File: config.mk
export PLATFORM = sky130hd
export DESIGN_NAME = wt_dcache_ship_pred
export DESIGN_NICKNAME = d
export VERILOG_FILES = /design/src/rtl/wt_cache_pkg.sv /design/src/rtl/wt_dcache_ship_cnt.sv /design/src/rtl/wt_dcache_ship_pred.sv
export SDC_FILE = /design/constraint.sdc
export NUM_CORES = 2
export LEC_CHECK = 0
export ABC_AREA = 1
export CORE_UTILIZATION = 60
export CTS_BUF_LIST = sky130_fd_sc_hd__clkbuf_16
export DETAILED_ROUTE_END_ITERATION = 12
export MAX_ROUTING_LAYER = met4
export PLACE_DENSITY = 0.76
export SYNTH_ARGS = -nofsm -noshare
export SYNTH_HDL_FRONTEND = slang
export SYNTH_SLANG_ARGS = --single-unit
File: constraint.sdc
create_clock -name clk_i -period 7.9 [get_ports clk_i]
set_clock_uncertainty 0.05 [all_clocks]
set_input_delay 2.37 -clock clk_i [delete_from_list [all_inputs] [get_ports clk_i]]
set_output_delay 2.37 -clock clk_i [all_outputs]
set_load 0.01 [all_outputs]
File: src/rtl/wt_cache_pkg.sv
// Shared types and helpers for the write-through dcache, including the SHiP
// dead-block predictor's signature width, FSM states and index hash.
package wt_cache_pkg;

    localparam int unsigned SHIP_SIG_WIDTH = 14;

    typedef enum logic {
        SHIP_INIT,
        SHIP_RUN
    } ship_state_e;

    // XOR-fold the signature into idx_w-bit chunks; the top chunk is zero-padded.
    function automatic logic [SHIP_SIG_WIDTH-1:0] ship_hash(
        input logic [SHIP_SIG_WIDTH-1:0] sig,
        input int unsigned               idx_w
    );
        logic [SHIP_SIG_WIDTH-1:0] mask;
        logic [SHIP_SIG_WIDTH-1:0] h;
        h = '0;
        if (idx_w == 0) return h;
        mask = (idx_w >= SHIP_SIG_WIDTH) ? '1 : SHIP_SIG_WIDTH'((1 << idx_w) - 1);
        for (int unsigned c = 0; c < SHIP_SIG_WIDTH; c += idx_w) begin
            h ^= (sig >> c) & mask;
        end
        return h;
    endfunction

endpackage

File: src/rtl/wt_dcache_ship_cnt.sv
// One SHCT entry: saturating up/down counter with an init-load that overrides training.
module wt_dcache_ship_cnt #(
    parameter int unsigned CntWidth = 3,
    parameter int unsigned CntInit  = 1
) (
    input  logic                clk_i,
    input  logic                load_i,
    input  logic                inc_i,
    input  logic                dec_i,
    output logic [CntWidth-1:0] cnt_o
);

    logic [CntWidth-1:0] cnt_q;

    // Counter contents are rebuilt by the init sweep, so no reset is needed here.
    always_ff @(posedge clk_i) begin
        if (load_i) begin
            cnt_q <= CntWidth'(CntInit);
        end else if (inc_i && !dec_i && (cnt_q != '1)) begin
            cnt_q <= cnt_q + 1'b1;
        end else if (dec_i && !inc_i && (cnt_q != '0)) begin
            cnt_q <= cnt_q - 1'b1;
        end
    end

    assign cnt_o = cnt_q;

endmodule

File: src/rtl/wt_dcache_ship_pred.sv
// SHiP-style dead-block predictor (signature hit counter table) for the WT dcache.
// Optional lookup statistics are enabled with `define WT_DCACHE_SHIP_STATS_EN.
module wt_dcache_ship_pred
    import wt_cache_pkg::*;
#(
    parameter int unsigned IdxWidth = 8,
    parameter int unsigned CntWidth = 3,
    parameter int unsigned CntInit  = 1
) (
    input  logic                      clk_i,
    input  logic                      rst_i,
    output logic                      ready_o,
    input  logic                      lkp_vld_i,
    input  logic [SHIP_SIG_WIDTH-1:0] lkp_signature_i,
    output logic                      pred_vld_o,
    output logic                      pred_dead_o,
    output logic [CntWidth-1:0]       pred_cnt_o,
    input  logic                      hit_vld_i,
    input  logic [SHIP_SIG_WIDTH-1:0] hit_signature_i,
    input  logic                      hit_first_i,
    input  logic                      evict_vld_i,
    input  logic [SHIP_SIG_WIDTH-1:0] evict_signature_i,
    input  logic                      evict_ever_hit_i
`ifdef WT_DCACHE_SHIP_STATS_EN
    ,
    output logic [31:0]               stat_lkp_cnt_o,
    output logic [31:0]               stat_dead_cnt_o
`endif
);

    localparam int unsigned Entries = 2 ** IdxWidth;

    ship_state_e         state_q, state_d;
    logic [IdxWidth-1:0] sweep_idx_q;
    logic                run;

    logic [IdxWidth-1:0] lkp_idx_p0, hit_idx_p0, evict_idx_p0;
    logic                lkp_acc_p0, inc_vld_p0, dec_vld_p0;
    logic [CntWidth-1:0] cnt_q [Entries];
    logic [CntWidth-1:0] rd_cnt_p0;

    logic                pred_vld_p1, pred_dead_p1;
    logic [CntWidth-1:0] pred_cnt_p1;

    always_ff @(posedge clk_i) begin
        if (rst_i) begin
            state_q     <= SHIP_INIT;
            sweep_idx_q <= '0;
            ready_o     <= 1'b0;
        end else begin
            state_q <= state_d;
            if (state_q == SHIP_INIT) sweep_idx_q <= sweep_idx_q + 1'b1;
            ready_o <= (state_d == SHIP_RUN);
        end
    end

    always_comb begin
        state_d = state_q;
        if ((state_q == SHIP_INIT) && (sweep_idx_q == '1)) state_d = SHIP_RUN;
    end

    assign run = (state_q == SHIP_RUN);

    // p0: hash all three signatures and qualify events; nothing is accepted during the sweep.
    assign lkp_idx_p0   = IdxWidth'(ship_hash(lkp_signature_i, IdxWidth));
    assign hit_idx_p0   = IdxWidth'(ship_hash(hit_signature_i, IdxWidth));
    assign evict_idx_p0 = IdxWidth'(ship_hash(evict_signature_i, IdxWidth));
    assign lkp_acc_p0   = run && lkp_vld_i;
    assign inc_vld_p0   = run && hit_vld_i && hit_first_i;
    assign dec_vld_p0   = run && evict_vld_i && !evict_ever_hit_i;

    for (genvar g = 0; g < Entries; g++) begin : gen_shct
        wt_dcache_ship_cnt #(
            .CntWidth (CntWidth),
            .CntInit  (CntInit)
        ) u_cnt (
            .clk_i  (clk_i),
            .load_i (!run && (sweep_idx_q == IdxWidth'(g))),
            .inc_i  (inc_vld_p0 && (hit_idx_p0 == IdxWidth'(g))),
            .dec_i  (dec_vld_p0 && (evict_idx_p0 == IdxWidth'(g))),
            .cnt_o  (cnt_q[g])
        );
    end

    // Read sees the pre-update value: counter writes land on the same edge as this register.
    assign rd_cnt_p0 = cnt_q[lkp_idx_p0];

    // p1: registered prediction
    always_ff @(posedge clk_i) begin
        if (rst_i) begin
            pred_vld_p1  <= 1'b0;
            pred_dead_p1 <= 1'b0;
            pred_cnt_p1  <= '0;
        end else begin
            pred_vld_p1 <= lkp_acc_p0;
            if (lkp_acc_p0) begin
                pred_cnt_p1  <= rd_cnt_p0;
                pred_dead_p1 <= (rd_cnt_p0 == '0);
            end
        end
    end

    assign pred_vld_o  = pred_vld_p1;
    assign pred_dead_o = pred_dead_p1;
    assign pred_cnt_o  = pred_cnt_p1;

`ifdef WT_DCACHE_SHIP_STATS_EN
    logic [31:0] stat_lkp_q, stat_dead_q;

    always_ff @(posedge clk_i) begin
        if (rst_i) begin
            stat_lkp_q  <= '0;
            stat_dead_q <= '0;
        end else if (lkp_acc_p0) begin
            if (stat_lkp_q != '1) stat_lkp_q <= stat_lkp_q + 1'b1;
            if ((rd_cnt_p0 == '0) && (stat_dead_q != '1)) stat_dead_q <= stat_dead_q + 1'b1;
        end
    end

    assign stat_lkp_cnt_o  = stat_lkp_q;
    assign stat_dead_cnt_o = stat_dead_q;
`endif

endmodule
Yosys cells after proc, flatten, opt, wreduce, memory -nomap -nowiden
Index checks and enable logic that the tools add are counted.
{"block": "word_totals", "regBits": 782, "word_cells": 5144}
{"block": "op_classes", "n_reduce_logical": 2828, "n_lt_le_gt_ge": 1, "n_eq_ne": 1021, "n_mux": 515, "bitwise": 5, "addsub": 513}
{"operator": "equality test 8 bit, second input constant", "n": 384}
{"operator": "logical AND 1 bit", "n": 1798}
{"operator": "two-way mux 3 bit", "n": 514}
{"operator": "equality test 8 x 7 -> 1 bit, second input constant", "n": 192}
{"operator": "adder 3 x 1 -> 3 bit, second input constant", "n": 256}
{"operator": "equality test 8 x 6 -> 1 bit, second input constant", "n": 96}
{"operator": "inequality test 3 bit, second input constant", "n": 256}
{"operator": "nonzero test 3 bit", "n": 256}
{"operator": "subtractor 3 x 1 -> 3 bit, second input constant", "n": 256}
{"operator": "zero test 1 bit", "n": 514}
{"operator": "nonzero test 2 bit", "n": 256}
{"operator": "equality test 8 x 5 -> 1 bit, second input constant", "n": 48}
{"operator": "equality test 8 x 4 -> 1 bit, second input constant", "n": 24}
{"operator": "equality test 8 x 3 -> 1 bit, second input constant", "n": 12}
{"operator": "equality test 8 x 2 -> 1 bit, second input constant", "n": 6}
{"operator": "binary-select mux 3 bit (select 8 bit)", "n": 1}
{"operator": "equality test 8 x 1 -> 1 bit, second input constant", "n": 3}
{"operator": "zero test 8 bit", "n": 3}
{"operator": "XOR 8 x 6 -> 8 bit", "n": 3}
{"operator": "greater-or-equal comparator 9 bit, second input constant", "n": 1}
{"operator": "inverter 8 -> 9 bit", "n": 1}
{"operator": "adder 8 x 1 -> 8 bit, second input constant", "n": 1}
{"operator": "zero test 3 bit", "n": 1}
{"operator": "inverter 1 bit", "n": 1}

Logic depth before layout (Yosys ltp)
{"block": "depth", "depth_word": 8, "ltp_mapped": 18, "mapped_depth_nobuf": 17}

By module
Synthesis repeated with hierarchy kept, for this count alone.
{"block": "unflattened", "cells_unflattened": 11126, "area_unflattened_um2": 65345.2}
{"mod": "wt_dcache_ship_cnt", "n_inst": 256, "seq_area_each_um2": 60.1, "area_per_inst_um2": 197.7, "cells_each": 30}
{"mod": "wt_dcache_ship_pred", "n_inst": 1, "seq_area_each_um2": 280.3, "area_per_inst_um2": 14736.6, "cells_each": 3446}

Least setup slack after synthesis
OpenSTA, ideal clock, no wires.
{"block": "synth_path", "kind": "input to register", "from": "in hit_signature_i[13]", "to": "reg gen_shct[77].u_cnt.cnt_q[2]", "setup_time_ns": 0.070, "arrival_time_ns": 4.551, "path_buffers": 1, "slack_ns": 3.229, "stages": 13, "cell_sequence": "xnor2_1 -> inv_1 -> nor2_1 -> inv_2 -> nor2_1 -> inv_2 -> buf_6 -> nor2_1 -> nand3_1 -> fa_1 -> o41ai_1 -> o21ai_0 -> a21oi_1"}
{"block": "synth_via", "elab_chain_cells": 7, "elab_cells_between_ends": 10, "cone_classes": "1 x eq/ne; 1 x mux; 1 x bitwise; 7 x reduce/logical"}
{"element": "start: declaration", "line_no": "wt_dcache_ship_pred.sv:19", "rtl": "input logic [SHIP_SIG_WIDTH-1:0] hit_signature_i,"}
{"element": "XOR 8 x 6 -> 8 bit *", "line_no": "wt_cache_pkg.sv:23", "rtl": "h ^= (sig >> c) & mask;"}
{"element": "equality test 8 x 7 -> 1 bit *", "line_no": "wt_dcache_ship_pred.sv:79", "rtl": ".inc_i (inc_vld_p0 && (hit_idx_p0 == IdxWidth'(g))),"}
{"element": "logical AND 1 bit *", "line_no": "wt_dcache_ship_pred.sv:79"}
{"element": "zero test 1 bit", "line_no": "wt_dcache_ship_cnt.sv:21", "rtl": "end else if (dec_i && !inc_i && (cnt_q != '0)) begin"}
{"element": "logical AND 1 bit (2 in series)", "line_no": "wt_dcache_ship_cnt.sv:21"}
{"element": "nonzero test 2 bit (no line)"}
{"element": "end signal: assignment", "line_no": "wt_dcache_ship_cnt.sv:18", "rtl": "cnt_q <= CntWidth'(CntInit);"}
{"element": "end signal: assignment", "line_no": "wt_dcache_ship_cnt.sv:20", "rtl": "cnt_q <= cnt_q + 1'b1;"}
{"element": "end signal: assignment", "line_no": "wt_dcache_ship_cnt.sv:22", "rtl": "cnt_q <= cnt_q - 1'b1;"}
{"element": "end: declaration", "line_no": "wt_dcache_ship_cnt.sv:13", "rtl": "logic [CntWidth-1:0] cnt_q;"}
Every way passes the cells marked *; elsewhere a longest branch is shown, timed or not.
A chain may end at the register's enable or synchronous reset.

Worst setup path in the final report
{"block": "layout_path", "from": "in lkp_signature_i[8]", "to": "reg pred_dead_p1 (netlist: pred_dead_o)"}
{"block": "layout_via", "elab_chain_cells": 6}
{"element": "start: declaration", "line_no": "wt_dcache_ship_pred.sv:14", "rtl": "input logic [SHIP_SIG_WIDTH-1:0] lkp_signature_i,"}
{"element": "XOR 8 x 6 -> 8 bit", "line_no": "wt_cache_pkg.sv:23"}
{"element": "inverter 8 -> 9 bit (implied by the code)", "line_no": "wt_dcache_ship_pred.sv:86", "rtl": "assign rd_cnt_p0 = cnt_q[lkp_idx_p0];"}
{"element": "binary-select mux 3 bit (select 8 bit)", "line_no": "wt_dcache_ship_pred.sv:86"}
{"element": "two-way mux 3 bit (implied by the code) (2 in series)", "line_no": "wt_dcache_ship_pred.sv:86"}
{"element": "zero test 3 bit", "line_no": "wt_dcache_ship_pred.sv:98", "rtl": "pred_dead_p1 <= (rd_cnt_p0 == '0);"}
{"element": "end signal: assignment", "line_no": "wt_dcache_ship_pred.sv:98"}
{"element": "end: declaration", "line_no": "wt_dcache_ship_pred.sv:42", "rtl": "logic pred_vld_p1, pred_dead_p1;"}
No other way between the ends. The select of a mux whose other input is x is not followed.

==> results.tsv <==
metric	value	unit
place_congestion	1.03	
cts_made_buffers	93	
die_y	314	um
grt_first_pass_wirelength	312000	um
synth-edff-count	0	
relSlewSlack	0.122	
period_share	0.736	
path_common_cell	nand3_1	
cts_max_path_buffers	3	
die_width	314	um
maxSlewViolCount	0	
track_usage	0.422	
ir_drop	0.156	mV
synth_cells	9037	
power_leakage	26.5	nW
clk_pin_slew_worst_paths	0.06	ns
fmax	172	MHz
postLayoutSetupSlackWorst	2.09	ns
place_area	0.0600	sq mm
cp_cell_sequence	clkdlybuf4s50_1, inv_1, nand2_2, nand2_8, buf_4, nand2_1, o21ai_0, nand2_1, nand3_1, nand3_1, nand3_1, nand3_1, nand3_1, nand3_1, nand2_1, nor2_1, nand2_1, a21oi_1	
cp_slowest_stage_delay	0.68	ns
synth-async-reset-ratio	0	
num_vias	62200	
required	8.48	ns
hp-class	reg -> reg	
cts_max_level	3	
final_core_utilization	0.650	
synth_fp_nets	9346	
m1WireLength	78600	um
powerDensity	150	mW/mm^2
status	completed	
hold_viol_final	0	
setup_tns	0	ns
postLayoutCellArea	0.0629	sq mm
synth.avg_cell_area	6.47	sq um
crit_path_top_delay_cell	nand2_8	
routed_wl	206000	um
antenna_found_initial	11	
layout_commonest_cell	nand3_1	
hold_buffers	0	
io_buffers	54	
startpoint_type	primary input	
fin_crit	5.81	ns
cts.sinks	782	
seq_area_frac_synth	0.268	
start_util	0.605	
worst_pin_slew	1.32	ns
row_count	114	
final_cell_mix	nand3_1, nand2_1, inv_1	
top_layer_used	met4	
nets	9301	
drc_errors	0	
wire_per_inst	19.9	um
setup_violations	0	
pre_cts_slack	1.62	ns
reg2reg_depth	12	
syn2layout_area_growth	7.49	%
yosys_warnings	0	
grt_pass1_vias	55800	
rsz0062_at_grt	false	
clock-root-buffer	clkbuf_16	
insertion_delay	0.71	ns
boundaryPins	55	
synth.distinct_cells	63	
wl_met3	26600	um
hold_path_depth	1	
final_layout_size_suffix_gt1_frac	0.0512	
finalPower	0.00945	W
arrival	6.39	ns
critical_path.max_fanout	144	
syn_area	0.0585	sq mm
ant_nets	0	
synth_ff_type	dfxtp_1	
core_area	0.0967	sq mm
dpl.hpwl	141000	um
met2_length	84600	um
cts_resized	0	
grt_remaining_overflow	0	
critical_path_class	in -> reg	
via_per_inst	6.00	
drv_cap	0	
synth-seq-cells	782	
critPathCaptureType	flip-flop	
dr.pass1.iters	7	
die-area	0.0988	sq mm
post-cts-setup-buffer-count	0	
cts_tree	done	
drtIter0Drc	7839	
grt_max_degree	145	
-- through the flow --
stage	hold slack (ns)	std cells
2_1_floorplan	0.372	9037
3_3_place_gp	0.392	10200
3_5_place_dp	0.402	10200
4_1_cts	0.408	10300
5_1_grt	0.440	10400
6_report	0.412	10400
-- cell usage after synthesis, drive strengths merged (2+ instances only) --
cell type	n	area [sq um]
nand3	1550	7760
nand2	1540	5830
inv	1410	5290
nor2	1239	4820
dfxtp	782	15700
o21ai	437	2190
nor3	395	2110
a21oi	351	1760
fa	256	5120
xor2	218	1910
buf	152	835
clkbuf	96	360
o31ai	79	718
or2	77	482
o211ai	66	505
xnor2	50	445
nand4	45	282
mux2	44	495
a211oi	38	285
nand3b	38	285
o311ai	26	228
a31oi	21	131
mux2i	18	180
or3	16	105
a21boi	14	105
nor4	10	62.6
a21o	8	60.1
and2	8	50.1
clkinv	7	26.3
o221ai	7	73.8
o41ai	7	61.3
a311oi	6	58.8
o21a	5	37.5
ha	4	50.1
o22ai	4	25.0
or3b	4	35.0
nor3b	3	22.5
a31o	2	17.5
-- sequential cells by signal, summed over array words and instances, names as in the netlist --
register and cells:
pred_vld_o 1, pred_cnt_o 3, sweep_idx_q 8, gen_shct.u_cnt.cnt_o 768
run 1, pred_dead_o 1
-- critical path, delay by kind of cell --
family          cells  cell delay, ns
simple gates       13            2.47
buf+inv             3            1.14
compound gates      2            0.19
-- report_power, final --
part | internal (W) | leakage (nW) | total, W | switching (W)
Sequential | 0.00404 | 6.32 | 0.00415 | 0.000113
Clock | 0.00229 | 1.47 | 0.00414 | 0.00185
Combinational | 0.000325 | 18.7 | 0.00116 | 0.000833
-- logic make-up after synthesis --
logic type               share of synthesized area
flip-flops                                   0.268
AND/OR/NAND/NOR                              0.374
multiplexers                                0.0115
XOR/XNOR                                    0.0402
buffers and inverters                        0.111
adder cells (fa/ha/maj)                     0.0884
AO/OA/AOI/OAI                                0.107
-- cell type report --
cell class	count	area, sq um
multi-input cells	6590	36400
fillers	8865	33800
flip-flops and latches	782	15700
inverters	1417	5320
clock buffers	95	2380
well taps	1276	1600
repair buffers	108	1030
clock inverters	74	432
diodes	16	40.0
-- layer usage --
layer	GRT usage	vias to the layer above
met5	-	-
met4	0.291	0
met3	0.101	785
met2	0.597	3497
met1	0.530	28600
li1	-	29300
-- worst paths after layout --
check                                            start                                         to  slack, ns
max                                 lkp_signature_i[8]                   pred_dead_o$_SDFFE_PP0P_       2.09
min reg2reg  gen_shct[195].u_cnt.cnt_o[2]$_SDFFE_PP0P_  gen_shct[195].u_cnt.cnt_o[2]$_SDFFE_PP0P_       0.41
min          gen_shct[195].u_cnt.cnt_o[2]$_SDFFE_PP0P_  gen_shct[195].u_cnt.cnt_o[2]$_SDFFE_PP0P_       0.41
max reg2reg                sweep_idx_q[0]$_SDFFE_PP0N_  gen_shct[191].u_cnt.cnt_o[1]$_SDFFE_PP0P_       3.22
(Power assumes the default switching activity.)
